--- src/rtl/axi_wr_rsp_gen_pkg.sv ---
// Shared AXI write-response definitions: response codes and the B-beat record
// that travels through the completion queue and the output register.
package axi_wr_rsp_gen_pkg;

  // BID on the bus is always four bits wide; narrower IDs are zero-extended.
  localparam int BID_W = 4;

  typedef enum logic [1:0] {
    AXI_RESP_OKAY   = 2'b00,
    AXI_RESP_EXOKAY = 2'b01,
    AXI_RESP_SLVERR = 2'b10,
    AXI_RESP_DECERR = 2'b11
  } axi_resp_e;

  typedef struct packed {
    logic [BID_W-1:0] id;
    axi_resp_e        resp;
    logic             user;
  } b_beat_t;

  localparam int B_BEAT_W = $bits(b_beat_t);

  // Builds a B beat from raw completion fields; the response code is passed through untouched.
  function automatic b_beat_t make_beat(input logic [BID_W-1:0] id,
                                        input logic [1:0]       resp,
                                        input logic             user);
    b_beat_t beat;
    beat.id   = id;
    beat.resp = axi_resp_e'(resp);
    beat.user = user;
    return beat;
  endfunction

endpackage

--- src/rtl/axi_wr_rsp_gen_if.sv ---
// Completion-in / AXI B-channel-out bundle. The slave modport is the response
// generator's view; the master modport is the view of whoever drives completions
// and consumes B beats.
interface axi_wr_rsp_gen_if
  import axi_wr_rsp_gen_pkg::*;
#(
  parameter int ID_WIDTH = 4
);

  logic                cmpl_valid;
  logic                cmpl_ready;
  logic [ID_WIDTH-1:0] cmpl_id;
  logic [1:0]          cmpl_resp;
  logic                cmpl_user;

  logic                bvalid;
  logic                bready;
  logic [BID_W-1:0]    bid;
  logic [1:0]          bresp;
  logic                buser;

  modport slave (
    input  cmpl_valid, cmpl_id, cmpl_resp, cmpl_user, bready,
    output cmpl_ready, bvalid, bid, bresp, buser
  );

  modport master (
    output cmpl_valid, cmpl_id, cmpl_resp, cmpl_user, bready,
    input  cmpl_ready, bvalid, bid, bresp, buser
  );

endinterface

--- src/rtl/axi_sync_fifo.sv ---
// Single-clock FIFO with wrap-bit pointers. Read data is the current head
// (show-ahead), so a pop and the use of its data happen in the same cycle.
module axi_sync_fifo #(
  parameter int  WIDTH = 8,
  parameter int  DEPTH = 4,
  localparam int AW    = $clog2(DEPTH)
) (
  input  logic             clk,
  input  logic             rst,
  input  logic             wr_en,
  input  logic [WIDTH-1:0] wr_data,
  output logic             full,
  input  logic             rd_en,
  output logic [WIDTH-1:0] rd_data,
  output logic             empty,
  output logic [AW:0]      count
);

  localparam logic [AW:0] PTR_ONE = {{AW{1'b0}}, 1'b1};

  logic [AW:0]      wr_ptr_q, wr_ptr_d;
  logic [AW:0]      rd_ptr_q, rd_ptr_d;
  logic [WIDTH-1:0] mem_q [DEPTH];

  // Full when the index bits match but the wrap bits differ; empty when both match.
  always_comb begin
    full    = (wr_ptr_q[AW] != rd_ptr_q[AW]) && (wr_ptr_q[AW-1:0] == rd_ptr_q[AW-1:0]);
    empty   = (wr_ptr_q == rd_ptr_q);
    count   = wr_ptr_q - rd_ptr_q;
    rd_data = mem_q[rd_ptr_q[AW-1:0]];
  end

  // Advance pointers only on legal pushes/pops so misuse cannot corrupt the state.
  always_comb begin
    wr_ptr_d = wr_ptr_q;
    rd_ptr_d = rd_ptr_q;
    if (wr_en && !full) wr_ptr_d = wr_ptr_q + PTR_ONE;
    if (rd_en && !empty) rd_ptr_d = rd_ptr_q + PTR_ONE;
  end

  // Pointer registers; reset empties the queue.
  always_ff @(posedge clk or posedge rst) begin
    if (rst) begin
      wr_ptr_q <= '0;
      rd_ptr_q <= '0;
    end else begin
      wr_ptr_q <= wr_ptr_d;
      rd_ptr_q <= rd_ptr_d;
    end
  end

  // Storage array; contents need no reset because the pointers define validity.
  always_ff @(posedge clk) begin
    if (wr_en && !full) mem_q[wr_ptr_q[AW-1:0]] <= wr_data;
  end

endmodule

--- src/rtl/axi_wr_rsp_gen.sv ---
// AXI write-response generator: queues burst completions and presents them on
// the B channel in acceptance order from a registered output stage. An empty
// queue is bypassed so a lone completion appears on B the very next cycle.
module axi_wr_rsp_gen
  import axi_wr_rsp_gen_pkg::*;
#(
  parameter int  ID_WIDTH = 4,
  parameter int  DEPTH    = 4,
  localparam int PEND_W   = $clog2(DEPTH) + 2,
  localparam int CNT_W    = $clog2(DEPTH) + 1
) (
  input  logic              clk,
  input  logic              rst,
  axi_wr_rsp_gen_if.slave   bus,
  output logic [PEND_W-1:0] pending
);

  logic [BID_W-1:0]    id_ext;
  b_beat_t             in_beat;
  logic                accept;
  logic                handshake;
  logic                out_free;

  logic                fifo_wr;
  logic                fifo_rd;
  logic                fifo_full;
  logic                fifo_empty;
  logic [B_BEAT_W-1:0] fifo_head;
  logic [CNT_W-1:0]    fifo_count;

  logic                out_valid_q, out_valid_d;
  b_beat_t             out_beat_q, out_beat_d;

  // Zero-extend the completion ID to the bus BID width and pack the incoming beat.
  always_comb begin
    id_ext                 = '0;
    id_ext[ID_WIDTH-1:0]   = bus.cmpl_id;
    in_beat                = make_beat(id_ext, bus.cmpl_resp, bus.cmpl_user);
  end

  axi_sync_fifo #(
    .WIDTH (B_BEAT_W),
    .DEPTH (DEPTH)
  ) u_cmpl_fifo (
    .clk     (clk),
    .rst     (rst),
    .wr_en   (fifo_wr),
    .wr_data (in_beat),
    .full    (fifo_full),
    .rd_en   (fifo_rd),
    .rd_data (fifo_head),
    .empty   (fifo_empty),
    .count   (fifo_count)
  );

  // Output-register refill: the queue head has priority, otherwise a fresh completion bypasses the queue.
  always_comb begin
    accept      = bus.cmpl_valid && !fifo_full;
    handshake   = out_valid_q && bus.bready;
    out_free    = !out_valid_q || handshake;
    out_valid_d = out_valid_q;
    out_beat_d  = out_beat_q;
    fifo_rd     = 1'b0;
    fifo_wr     = accept;
    if (out_free) begin
      if (!fifo_empty) begin
        out_valid_d = 1'b1;
        out_beat_d  = b_beat_t'(fifo_head);
        fifo_rd     = 1'b1;
      end else if (accept) begin
        out_valid_d = 1'b1;
        out_beat_d  = in_beat;
        fifo_wr     = 1'b0;
      end else begin
        out_valid_d = 1'b0;
      end
    end
  end

  // B-channel output register; reset drops any in-flight beat immediately.
  always_ff @(posedge clk or posedge rst) begin
    if (rst) begin
      out_valid_q <= 1'b0;
      out_beat_q  <= '0;
    end else begin
      out_valid_q <= out_valid_d;
      out_beat_q  <= out_beat_d;
    end
  end

  assign bus.cmpl_ready = !fifo_full;
  assign bus.bvalid     = out_valid_q;
  assign bus.bid        = out_beat_q.id;
  assign bus.bresp      = out_beat_q.resp;
  assign bus.buser      = out_beat_q.user;
  assign pending        = PEND_W'(fifo_count) + PEND_W'(out_valid_q);

endmodule
--- src/flat_wrapper.sv ---
// flat-port wrapper written by rule: the top's interface ports become plain ports
module axi_wr_rsp_gen_flat import axi_wr_rsp_gen_pkg::*;
#(
  parameter int  ID_WIDTH = 4,
  parameter int  DEPTH    = 4,
  localparam int PEND_W   = $clog2(DEPTH) + 2,
  localparam int CNT_W    = $clog2(DEPTH) + 1
)
  (clk, rst, pending, bus_cmpl_valid, bus_cmpl_id, bus_cmpl_resp, bus_cmpl_user, bus_bready, bus_cmpl_ready, bus_bvalid, bus_bid, bus_bresp, bus_buser);
  axi_wr_rsp_gen_if #(.ID_WIDTH(ID_WIDTH)) bus_i ();
  input  logic clk;
  input  logic rst;
  output logic [PEND_W-1:0] pending;
  input wire logic [$bits(bus_i.cmpl_valid)-1:0] bus_cmpl_valid;
  input wire logic [$bits(bus_i.cmpl_id)-1:0] bus_cmpl_id;
  input wire logic [$bits(bus_i.cmpl_resp)-1:0] bus_cmpl_resp;
  input wire logic [$bits(bus_i.cmpl_user)-1:0] bus_cmpl_user;
  input wire logic [$bits(bus_i.bready)-1:0] bus_bready;
  output wire logic [$bits(bus_i.cmpl_ready)-1:0] bus_cmpl_ready;
  output wire logic [$bits(bus_i.bvalid)-1:0] bus_bvalid;
  output wire logic [$bits(bus_i.bid)-1:0] bus_bid;
  output wire logic [$bits(bus_i.bresp)-1:0] bus_bresp;
  output wire logic [$bits(bus_i.buser)-1:0] bus_buser;
  assign bus_i.cmpl_valid = bus_cmpl_valid;
  assign bus_i.cmpl_id = bus_cmpl_id;
  assign bus_i.cmpl_resp = bus_cmpl_resp;
  assign bus_i.cmpl_user = bus_cmpl_user;
  assign bus_i.bready = bus_bready;
  assign bus_cmpl_ready = bus_i.cmpl_ready;
  assign bus_bvalid = bus_i.bvalid;
  assign bus_bid = bus_i.bid;
  assign bus_bresp = bus_i.bresp;
  assign bus_buser = bus_i.buser;
  axi_wr_rsp_gen #(.ID_WIDTH(ID_WIDTH), .DEPTH(DEPTH)) u_core (.clk(clk), .rst(rst), .bus(bus_i), .pending(pending));
endmodule
--- config.mk ---
export PLATFORM = sky130hd
export DESIGN_NAME = axi_wr_rsp_gen_flat
export DESIGN_NICKNAME = d
export VERILOG_FILES = /design/src/rtl/axi_wr_rsp_gen_pkg.sv /design/src/rtl/axi_wr_rsp_gen_if.sv /design/src/rtl/axi_sync_fifo.sv /design/src/rtl/axi_wr_rsp_gen.sv /design/src/flat_wrapper.sv
export SDC_FILE = /design/constraint.sdc
export NUM_CORES = 1
export LEC_CHECK = 0
export ABC_AREA = 1
export BUFFER_PORTS_ARGS = -buffer_cell sky130_fd_sc_hd__buf_2
export CORE_MARGIN = 1.5
export CORE_UTILIZATION = 30
export CTS_CLUSTER_SIZE = 40
export DETAILED_ROUTE_END_ITERATION = 8
export HOLD_SLACK_MARGIN = 0.03
export MAX_ROUTING_LAYER = met4
export PLACE_DENSITY = 0.44
export SETUP_SLACK_MARGIN = 0.5
export SYNTH_ARGS = -nofsm -noshare
export SYNTH_HDL_FRONTEND = slang
export SYNTH_SLANG_ARGS = --single-unit
--- constraint.sdc ---
create_clock -name clk -period 2.6 [get_ports clk]
set_input_delay 0.39 -clock clk [delete_from_list [all_inputs] [get_ports clk]]
set_output_delay 0.39 -clock clk [all_outputs]
set_load 0.02 [all_outputs]
==> results.sh, run 1 <==
export IMPL_routed_wl_um=4540
export IMPL_drc_errors=3
export IMPL_yosysMostFrequentCell="nand2_1"
export IMPL_die_h_um=85.0
export IMPL_synth_common_cells="nand2_1 (79), edfxtp_1 (28), nand3_1 (24)"
export IMPL_grt_start_max_net_pins=17
export IMPL_fin_worst_skew_ps=10.7
export IMPL_synth_edf_count=28
export IMPL_first_global_vias=1454
export IMPL_violations="design-rule violations"
export IMPL_layoutNonFillerInstCount=308
export IMPL_insertion_delay_ps=300
export IMPL_outcome="finished with violations"
export IMPL_worstHoldPathType="primary input to async pin"
export IMPL_first_pass_iters=8
export IMPL_fin_crit_sh_pct=86.3
export IMPL_cts_made_buffers=5
export IMPL_ys_warn_count=0
export IMPL_p_int_uw=1940
export IMPL_cts_tree="done"
export IMPL_fp_dieW_um=85.0
export IMPL_r2r_cells=8
export IMPL_dieArea_mm2=0.00722
export IMPL_async_flop_share_pct=33.3
export IMPL_path_common_cell="nand2_1"
export IMPL_wl_per_cell_um=14.7
export IMPL_start_util_pct=31.4
export IMPL_layout_setup_ws_ps=357
export IMPL_multiInputGateArea_um2=782
export IMPL_regToRegEndpoint="u_core.u_cmpl_fifo.mem_q[3][1]"
export IMPL_swShare_pct=45.5
export IMPL_gr_usage_all_layers_pct=14.3
export IMPL_dp_cells=295
export IMPL_cts_root_buf="clkbuf_8"
export IMPL_path_cells="ha_2 > fa_1 > inv_2 > ha_4 > inv_1 > nand2_1 > nand2_1 > buf_6"
export IMPL_nets=251
export IMPL_p_clk_share_pct=11.9
export IMPL_port_buffers=23
export IMPL_hpwl_um=3280
export IMPL_ff2ff_setup_slack_ps=590
export IMPL_gp_congestion=0.785
export IMPL_avgSynthCellArea_um2=10.2
export IMPL_slew_violations=0
export IMPL_cts_hold_buffers_added=0
export IMPL_synth_area_leaders="edfxtp_1 (42%), dfrtp_1 (17%), nand2_1 (15%)"
export IMPL_ant_nets=0
export IMPL_slowest_stage="fa_1"
export IMPL_grt_antenna_before_repair=0
export IMPL_whs_ps=150
export IMPL_vias=1405
export IMPL_yosysSeqAreaShare_pct=59.1
export IMPL_final_area_mm2=0.00241
export IMPL_final_setup_tns_ps=0
export IMPL_clk_pin_slew_worst_paths_ps=90
export IMPL_core_mm2=0.00642
export IMPL_ctsHtreeMaxLevel=2
export IMPL_synthFlopType="edfxtp_1"
export IMPL_leakagePower_uw=0.00106
export IMPL_setup_viol_count_final=0
export IMPL_fmax_ghz=0.446
export IMPL_synth_top_area_cell="edfxtp_1"
export IMPL_dp_slack_ps=387
export IMPL_fill_cells=671
export IMPL_max_stage_delay_ps=490
export IMPL_powerDensity_mw_per_mm2=1480
export IMPL_rsz0062_at_grt="yes"
export IMPL_syn2layout_area_growth_pct=19.7
export IMPL_drtIter0Drc=71
export IMPL_rows=29
export IMPL_start_kind="register"
export IMPL_max_cap_viol_count=0
export IMPL_worstPathRequired_ps=2210
export IMPL_layout_min_cycle_time_ps=2240
export IMPL_cp_max_fo=2
export IMPL_yosys_register_bits=42
export IMPL_combPwrFrac_pct=58.8
export IMPL_yosysUniqueCellTypes=20
export IMPL_io_pins=24
export IMPL_switchingPower_uw=1620
export IMPL_crit_type="register to output port"
export IMPL_cp_arrival_ps=1850
export IMPL_clockBufferDepth=2
export IMPL_numClockSinks=42
export IMPL_maxSlewHeadroom_pct=59.8
export IMPL_grt_pass1_wl_um=7480
export IMPL_synth_cells=197
export IMPL_r2r_start="u_core.u_cmpl_fifo.rd_ptr_q[1]"
export IMPL_synth_top_area_share_pct=41.7
export IMPL_vias_per_cell=4.56
export IMPL_hold_violations=0
export IMPL_antennaDiodeCount=0
export IMPL_vdd_drop_max_mv=0.411
export IMPL_ff_latch_area_mm2=0.00119
export IMPL_overflow=0
export IMPL_drive_gt1_share_pct=26.0
export IMPL_synth_area_mm2=0.00202
export IMPL_tightestPinTransition_ps=602
export IMPL_seqPwrFrac_pct=29.2
export IMPL_postPlaceCellArea_mm2=0.00222
export IMPL_syn_nets=218
export IMPL_crit_path_end_kind="output port"
## repair_timing
action                                 4_1_cts  5_1_grt
setup endpoints to repair                   32       25
endpoints found under the hold margin        0        0
setup buffers                                4        1
pin swaps                                    3        1
resized for setup                           12        5
## through the flow
step / power, uW / util (%)
after detailed placement: 2860 / 34.6
final: 3570 / 37.6
after global placement: 2870 / 34.6
after floorplan: 2400 / -
after CTS: 3540 / 37.0
after global routing: 3890 / 37.6
## how the worst max path moves through the flow
stage | depth (start not counted) | end | slack, ps | start
final | 8 | pending[2] | 360 | u_core.u_cmpl_fifo.rd_ptr_q[0]
after global routing | 8 | pending[2] | 270 | u_core.u_cmpl_fifo.rd_ptr_q[0]
after CTS | 8 | pending[2] | 330 | u_core.u_cmpl_fifo.rd_ptr_q[0]
after detailed placement | 7 | u_core.u_cmpl_fifo.mem_q[0][2] | 390 | u_core.u_cmpl_fifo.rd_ptr_q[1]
after global placement | 7 | u_core.u_cmpl_fifo.mem_q[0][2] | 450 | u_core.u_cmpl_fifo.rd_ptr_q[1]
after floorplan | 8 | pending[2] | 600 | u_core.u_cmpl_fifo.wr_ptr_q[0]
## area by class of cell
type | instances | share of cell area [%]
clock inverters | 3 | 0.881
inverters | 16 | 2.59
clock buffers | 5 | 2.85
multi-input cells | 136 | 32.4
well taps | 77 | 3.99
flip-flops and latches | 42 | 49.4
repair buffers | 29 | 7.88
## layout by cell type, fill, tap and decap left out, drive strengths merged, types with 2 or more instances in the layout
master   n
nand2   85
edfxtp  28
xor2     3
nor2     7
nand3   25
clkinv   2
buf     29
clkbuf   5
inv     16
xnor2    2
o21ai    3
ha       9
dfrtp   14
## cells by family (layout without fill, tap and decap cells)
family	count (synthesis)	count (layout)	share of synthesized area (%)
flip-flops	42	42	59.1
XOR/XNOR	5	5	2.17
AND/OR/NAND/NOR	117	117	26.3
buffers and inverters	19	53	3.72
AO/OA/AOI/OAI	4	4	2.11
adder cells (fa/ha/maj)	10	10	6.58
## sequential cells by signal, summed over array words and instances, names as in the netlist
name	cells
u_core.bus.bresp	2
u_core.bus.buser	1
u_core.bus.bvalid	1
u_core.u_cmpl_fifo.wr_ptr_q	3
u_core.u_cmpl_fifo.rd_ptr_q	3
u_core.bus.bid	4
u_core.u_cmpl_fifo.mem_q	28
## power groups by stage
stage / sequential (uW) / combinational, uW / clock, uW
after detailed placement: 1080 / 1780 / 0
after CTS: 1070 / 2030 / 438
after global placement: 1080 / 1790 / 0
final: 1040 / 2100 / 425
after global routing: 1070 / 2350 / 469
after floorplan: 1130 / 1270 / 0
## routing by layer
layer	vias to the layer above	GRT usage [%]	routed length, um
met5	-	-	0
met4	0	4.02	23
met3	4	3.60	181
met2	28	23.3	2220
met1	669	17.8	2120
li1	704	-	-
## worst max-delay path, delay by kind of cell (launching register included)
family / cells / cell delay, ps
adder cells (fa/ha/maj): 3 / 830
AND/OR/NAND/NOR: 2 / 110
flip-flops: 1 / 410
buffers and inverters: 3 / 200
No activity file was read; power rests on OpenSTA's default activity.
==> run 2, diff against run 1 <==
SKIP_CTS_REPAIR_TIMING = 1   (was not set)
SYNTH_HIERARCHICAL = 1   (was not set)
==> results.sh, run 2 <==
export IMPL_outcome="completed"
export IMPL_regToRegEndpoint="u_core/u_cmpl_fifo/mem_q[1][6]"
export IMPL_rows=29
export IMPL_yosys_register_bits=42
export IMPL_yosysSeqAreaShare_pct=59.6
export IMPL_cts_made_buffers=5
export IMPL_fmax_ghz=0.430
export IMPL_rsz0062_at_grt="yes"
export IMPL_synth_top_area_share_pct=42.1
export IMPL_drive_gt1_share_pct=30.2
export IMPL_drtIter0Drc=99
export IMPL_cp_top_family="adder cells"
export IMPL_fp_dieW_um=84.6
export IMPL_max_cap_viol_count=0
export IMPL_synth_common_cells="nand2_1 (54), edfxtp_1 (28), nor2_1 (17)"
export IMPL_crit_path_end_kind="output port"
export IMPL_tightestPinTransition_ps=306
export IMPL_path_cells="inv_2 > ha_4 > inv_2 > fa_2 > ha_4 > xor2_2 > buf_4"
export IMPL_max_stage_delay_ps=460
export IMPL_r2r_cells=10
export IMPL_overflow=0
export IMPL_die_h_um=84.6
export IMPL_synth_top_area_cell="edfxtp_1"
export IMPL_setup_viol_count_final=0
export IMPL_fill_cells=648
export IMPL_syn2layout_area_growth_pct=23.4
export IMPL_final_cell_mix="nand2_1 (53), edfxtp_1 (28), buf_2 (21)"
export IMPL_dieArea_mm2=0.00716
export IMPL_io_pins=24
export IMPL_synth_area_mm2=0.00200
export IMPL_hold_violations=0
export IMPL_gp_congestion=0.755
export IMPL_insertion_delay_ps=290
export IMPL_nets=255
export IMPL_maxSlewHeadroom_pct=79.6
export IMPL_synth_edf_count=28
export IMPL_gr_usage_all_layers_pct=12.7
export IMPL_drc_errors=0
export IMPL_first_pass_iters=4
export IMPL_crit_type="register to output port"
export IMPL_fin_worst_skew_ps=6.59
export IMPL_cp_max_fo=4
export IMPL_numClockSinks=42
export IMPL_worstPathBufferInverterCount=3
export IMPL_grt_start_max_net_pins=18
export IMPL_dp_cells=297
export IMPL_async_flop_share_pct=33.3
export IMPL_yosysMostFrequentCell="nand2_1"
export IMPL_cp_arrival_ps=1940
export IMPL_routed_wl_um=4210
export IMPL_ff2ff_setup_slack_ps=610
export IMPL_hpwl_um=3080
export IMPL_avgSynthCellArea_um2=10.1
export IMPL_fin_crit_sh_pct=89.5
export IMPL_grt_pass1_wl_um=6640
export IMPL_largest_reg_flops=28
export IMPL_ant_nets=0
export IMPL_core_mm2=0.00639
export IMPL_final_area_mm2=0.00247
export IMPL_cts_root_buf="clkbuf_8"
export IMPL_slowest_stage="fa_2"
export IMPL_worstHoldPathType="primary input to async pin"
export IMPL_startpoint="u_core/u_cmpl_fifo/wr_ptr_q[0]"
export IMPL_vias_per_cell=4.58
export IMPL_synthFlopType="edfxtp_1"
export IMPL_layout_min_cycle_time_ps=2330
export IMPL_antennaDiodeCount=0
export IMPL_port_buffers=23
export IMPL_layoutNonFillerInstCount=312
export IMPL_postPlaceCellArea_mm2=0.00224
export IMPL_r2r_start="u_core/u_cmpl_fifo/wr_ptr_q[1]"
export IMPL_worstPathRequired_ps=2210
export IMPL_syn_nets=218
export IMPL_final_setup_tns_ps=0
export IMPL_final_common_cell="nand2_1"
export IMPL_ctsHtreeMaxLevel=2
export IMPL_synth_cells=197
export IMPL_grt_antenna_before_repair=0
export IMPL_start_util_pct=31.3
export IMPL_yosysUniqueCellTypes=22
export IMPL_ys_warn_count=6
export IMPL_clk_pin_slew_worst_paths_ps=80
export IMPL_synth_area_leaders="edfxtp_1 (42%), dfrtp_1 (18%), nand2_1 (10%)"
export IMPL_cts_tree="done"
export IMPL_start_kind="register"
export IMPL_first_global_vias=1292
export IMPL_wl_per_cell_um=13.5
export IMPL_clockBufferDepth=2
export IMPL_vias=1428
export IMPL_slew_violations=0
[run 2: changes by cell type in the layout (fill, tap and decap cells not counted), moves of 7 or more]
cell and change:
nand2_1 -25, nand3_1 -11, nor2_1 +12, o21ai_0 +9
o22ai_1 +7
[run 2: how the worst max path moves through the flow]
stage / end / cells after the start / slack (ps)
3_3_place_gp: u_core/u_cmpl_fifo/mem_q[2][0] / 11 / 380
6_report: pending[2] / 7 / 270
4_1_cts: pending[2] / 7 / 100
3_5_place_dp: u_core/u_cmpl_fifo/mem_q[2][3] / 11 / 330
2_1_floorplan: u_core/u_cmpl_fifo/mem_q[2][0] / 11 / 480
5_1_grt: pending[2] / 7 / 210
[run 2: layer usage]
layer	track usage, %	wire (um)
met1	17.3	2150
met2	18.0	1870
met3	2.75	145
met4	5.87	43
met5	-	0
[run 2: cells by family after synthesis]
logic type	after synthesis	synth area share, %
flops	42	59.6
simple gates	95	21.0
fa+ha+maj	10	6.64
compound gates	23	6.20
xor+xnor	3	1.32
buf+inv	24	5.20
[run 2: cell type report]
type | count | area (um2) | share of cell area [%]
inverters | 21 | 86.3 | 3.50
clock buffers | 7 | 76.3 | 3.09
flip-flops and latches | 42 | 1190 | 48.4
multi-input cells | 131 | 786 | 31.9
well taps | 77 | 96.3 | 3.91
clock inverters | 1 | 30.0 | 1.22
repair buffers | 33 | 199 | 8.07
[run 2: worst reg2reg max path: stages (launching register included)]
cell and delay (ps):
dfrtp_2 430, ha_1 290, nand2_1 60, inv_1 70, nand3_4 110, inv_1 60, inv_2 50, nand2_2 70
a21oi_4 170, nand2_4 120, nor2_4 240
[run 2: stage by stage]
step                setup slack, ps  hold slack (ps)  utilization [%]
floorplan                       477              181                -
global placement                380              351             35.0
detailed placement              330              356             35.0
CTS                            95.2             25.7             36.7
global route                    206             45.5             38.6
finish                          272             26.8             38.6
Power of run 2 is left out: the tool's default activity adds up to more than one toggle a clock period on the data nets, which glitch-free logic cannot reach.
==> run 3, diff against run 2 <==
CORE_ASPECT_RATIO = 1.4   (was not set)
GPL_ROUTABILITY_DRIVEN = 0   (was not set)
clock period = 2.5 ns   (was 2.6 ns; I/O delays follow)
==> results.sh, run 3 (synthesis results as in run 2) <==
export IMPL_tightestPinTransition_ps=330
export IMPL_cts_tree="done"
export IMPL_ctsHtreeMaxLevel=2
export IMPL_fin_crit_sh_pct=95.5
export IMPL_grt_pass1_wl_um=7370
export IMPL_drc_errors=0
export IMPL_fill_cells=664
export IMPL_grt_antenna_before_repair=0
export IMPL_rsz0062_at_grt="yes"
export IMPL_layout_min_cycle_time_ps=2390
export IMPL_cts_root_buf="clkbuf_8"
export IMPL_start_kind="register"
export IMPL_hold_violations=0
export IMPL_crit_path_end_kind="output port"
export IMPL_max_cap_viol_count=0
export IMPL_ff2ff_setup_slack_ps=500
export IMPL_fp_dieW_um=72.0
export IMPL_syn2layout_area_growth_pct=26.6
export IMPL_critPathCapture="pending[2]"
export IMPL_first_pass_iters=4
export IMPL_r2r_start="u_core/u_cmpl_fifo/wr_ptr_q[0]"
export IMPL_ant_nets=0
export IMPL_cts_made_buffers=5
export IMPL_dieArea_mm2=0.00717
export IMPL_first_global_vias=1458
export IMPL_insertion_delay_ps=290
export IMPL_core_mm2=0.00653
export IMPL_clockBufferDepth=2
export IMPL_io_pins=24
export IMPL_worstHoldPathType="primary input to register"
export IMPL_postPlaceCellArea_mm2=0.00226
export IMPL_rows=35
export IMPL_slew_violations=0
export IMPL_drive_gt1_share_pct=34.5
export IMPL_nets=258
export IMPL_regToRegEndpoint="u_core/u_cmpl_fifo/mem_q[0][1]"
export IMPL_worstPathRequired_ps=2120
export IMPL_antennaDiodeCount=0
export IMPL_grt_start_max_net_pins=18
export IMPL_wl_per_cell_um=14.9
export IMPL_largest_reg_flops=28
export IMPL_routed_wl_um=4660
export IMPL_setup_viol_count_final=0
export IMPL_clk_pin_slew_worst_paths_ps=90
export IMPL_cp_arrival_ps=2010
export IMPL_maxSlewHeadroom_pct=78.0
export IMPL_overflow=0
export IMPL_dp_cells=294
export IMPL_port_buffers=23
export IMPL_fin_worst_skew_ps=4.66
export IMPL_cp_max_fo=4
export IMPL_vias_per_cell=4.66
export IMPL_start_util_pct=30.6
export IMPL_layoutNonFillerInstCount=312
export IMPL_gr_usage_all_layers_pct=14.3
export IMPL_numClockSinks=42
export IMPL_die_h_um=99.6
export IMPL_final_area_mm2=0.00253
export IMPL_outcome="completed"
export IMPL_crit_type="register to output port"
export IMPL_r2r_cells=11
export IMPL_final_cell_mix="nand2_1 (51), edfxtp_1 (28), buf_2 (21)"
export IMPL_final_common_cell="nand2_1"
export IMPL_drtIter0Drc=111
export IMPL_fmax_ghz=0.419
export IMPL_hpwl_um=3310
export IMPL_vias=1455
export IMPL_startpoint="u_core/u_cmpl_fifo/wr_ptr_q[0]"
run 3: cell type report:
type                            count  area [um2]  area share [%]
Sequential cell                    42        1190            47.2
Multi-Input combinational cell    131         828            32.7
Timing Repair Buffer               36         231            9.15
Tap cell                           74        92.6            3.66
Inverter                           21        91.3            3.61
Clock buffer                        5        68.8            2.72
Clock inverter                      3        23.8           0.940
run 3: how the worst min path moves through the flow:
stage	startpoint	endpoint	slack [ps]	cells after the start
2_1_floorplan	rst	u_core/u_cmpl_fifo/rd_ptr_q[0]	170	1
3_3_place_gp	rst	u_core/u_cmpl_fifo/rd_ptr_q[2]	340	2
3_5_place_dp	rst	u_core/u_cmpl_fifo/wr_ptr_q[2]	340	2
4_1_cts	rst	u_core/u_cmpl_fifo/rd_ptr_q[2]	7	2
5_1_grt	bus_cmpl_id[3]	u_core/u_cmpl_fifo/mem_q[3][6]	330	1
6_report	bus_cmpl_id[3]	u_core/u_cmpl_fifo/mem_q[3][6]	320	1
run 3: metrics by stage:
| stage | utilization (%) | TNS (ps) | hold WS [ps] | setup WS (ps) |
|---|---|---|---|---|
| 3_5_place_dp | 34.6 | 0 | 337 | 315 |
| 6_report | 38.8 | 0 | 321 | 113 |
| 2_1_floorplan | - | 0 | 166 | 512 |
| 5_1_grt | 38.8 | 0 | 327 | 52.4 |
| 3_3_place_gp | 34.6 | 0 | 345 | 344 |
| 4_1_cts | 36.0 | -22.0 | 6.72 | -16.7 |
run 3: routing by layer:
metal / up-vias / GRT usage, % / part of all wire [%]
met5: - / - / 0
met1: 690 / 16.1 / 41
met3: 9 / 2.43 / 2.1
li1: 736 / - / -
met2: 20 / 24.6 / 54
met4: 0 / 6.53 / 2.9
run 3: worst max-delay path: stages (launching register included):
cell and delay, ps:
dfrtp_1 440, inv_2 120, ha_4 130, inv_2 30, fa_1 560, ha_4 150, xor2_2 140, buf_6 130
Power of run 3 is left out for the same reason.
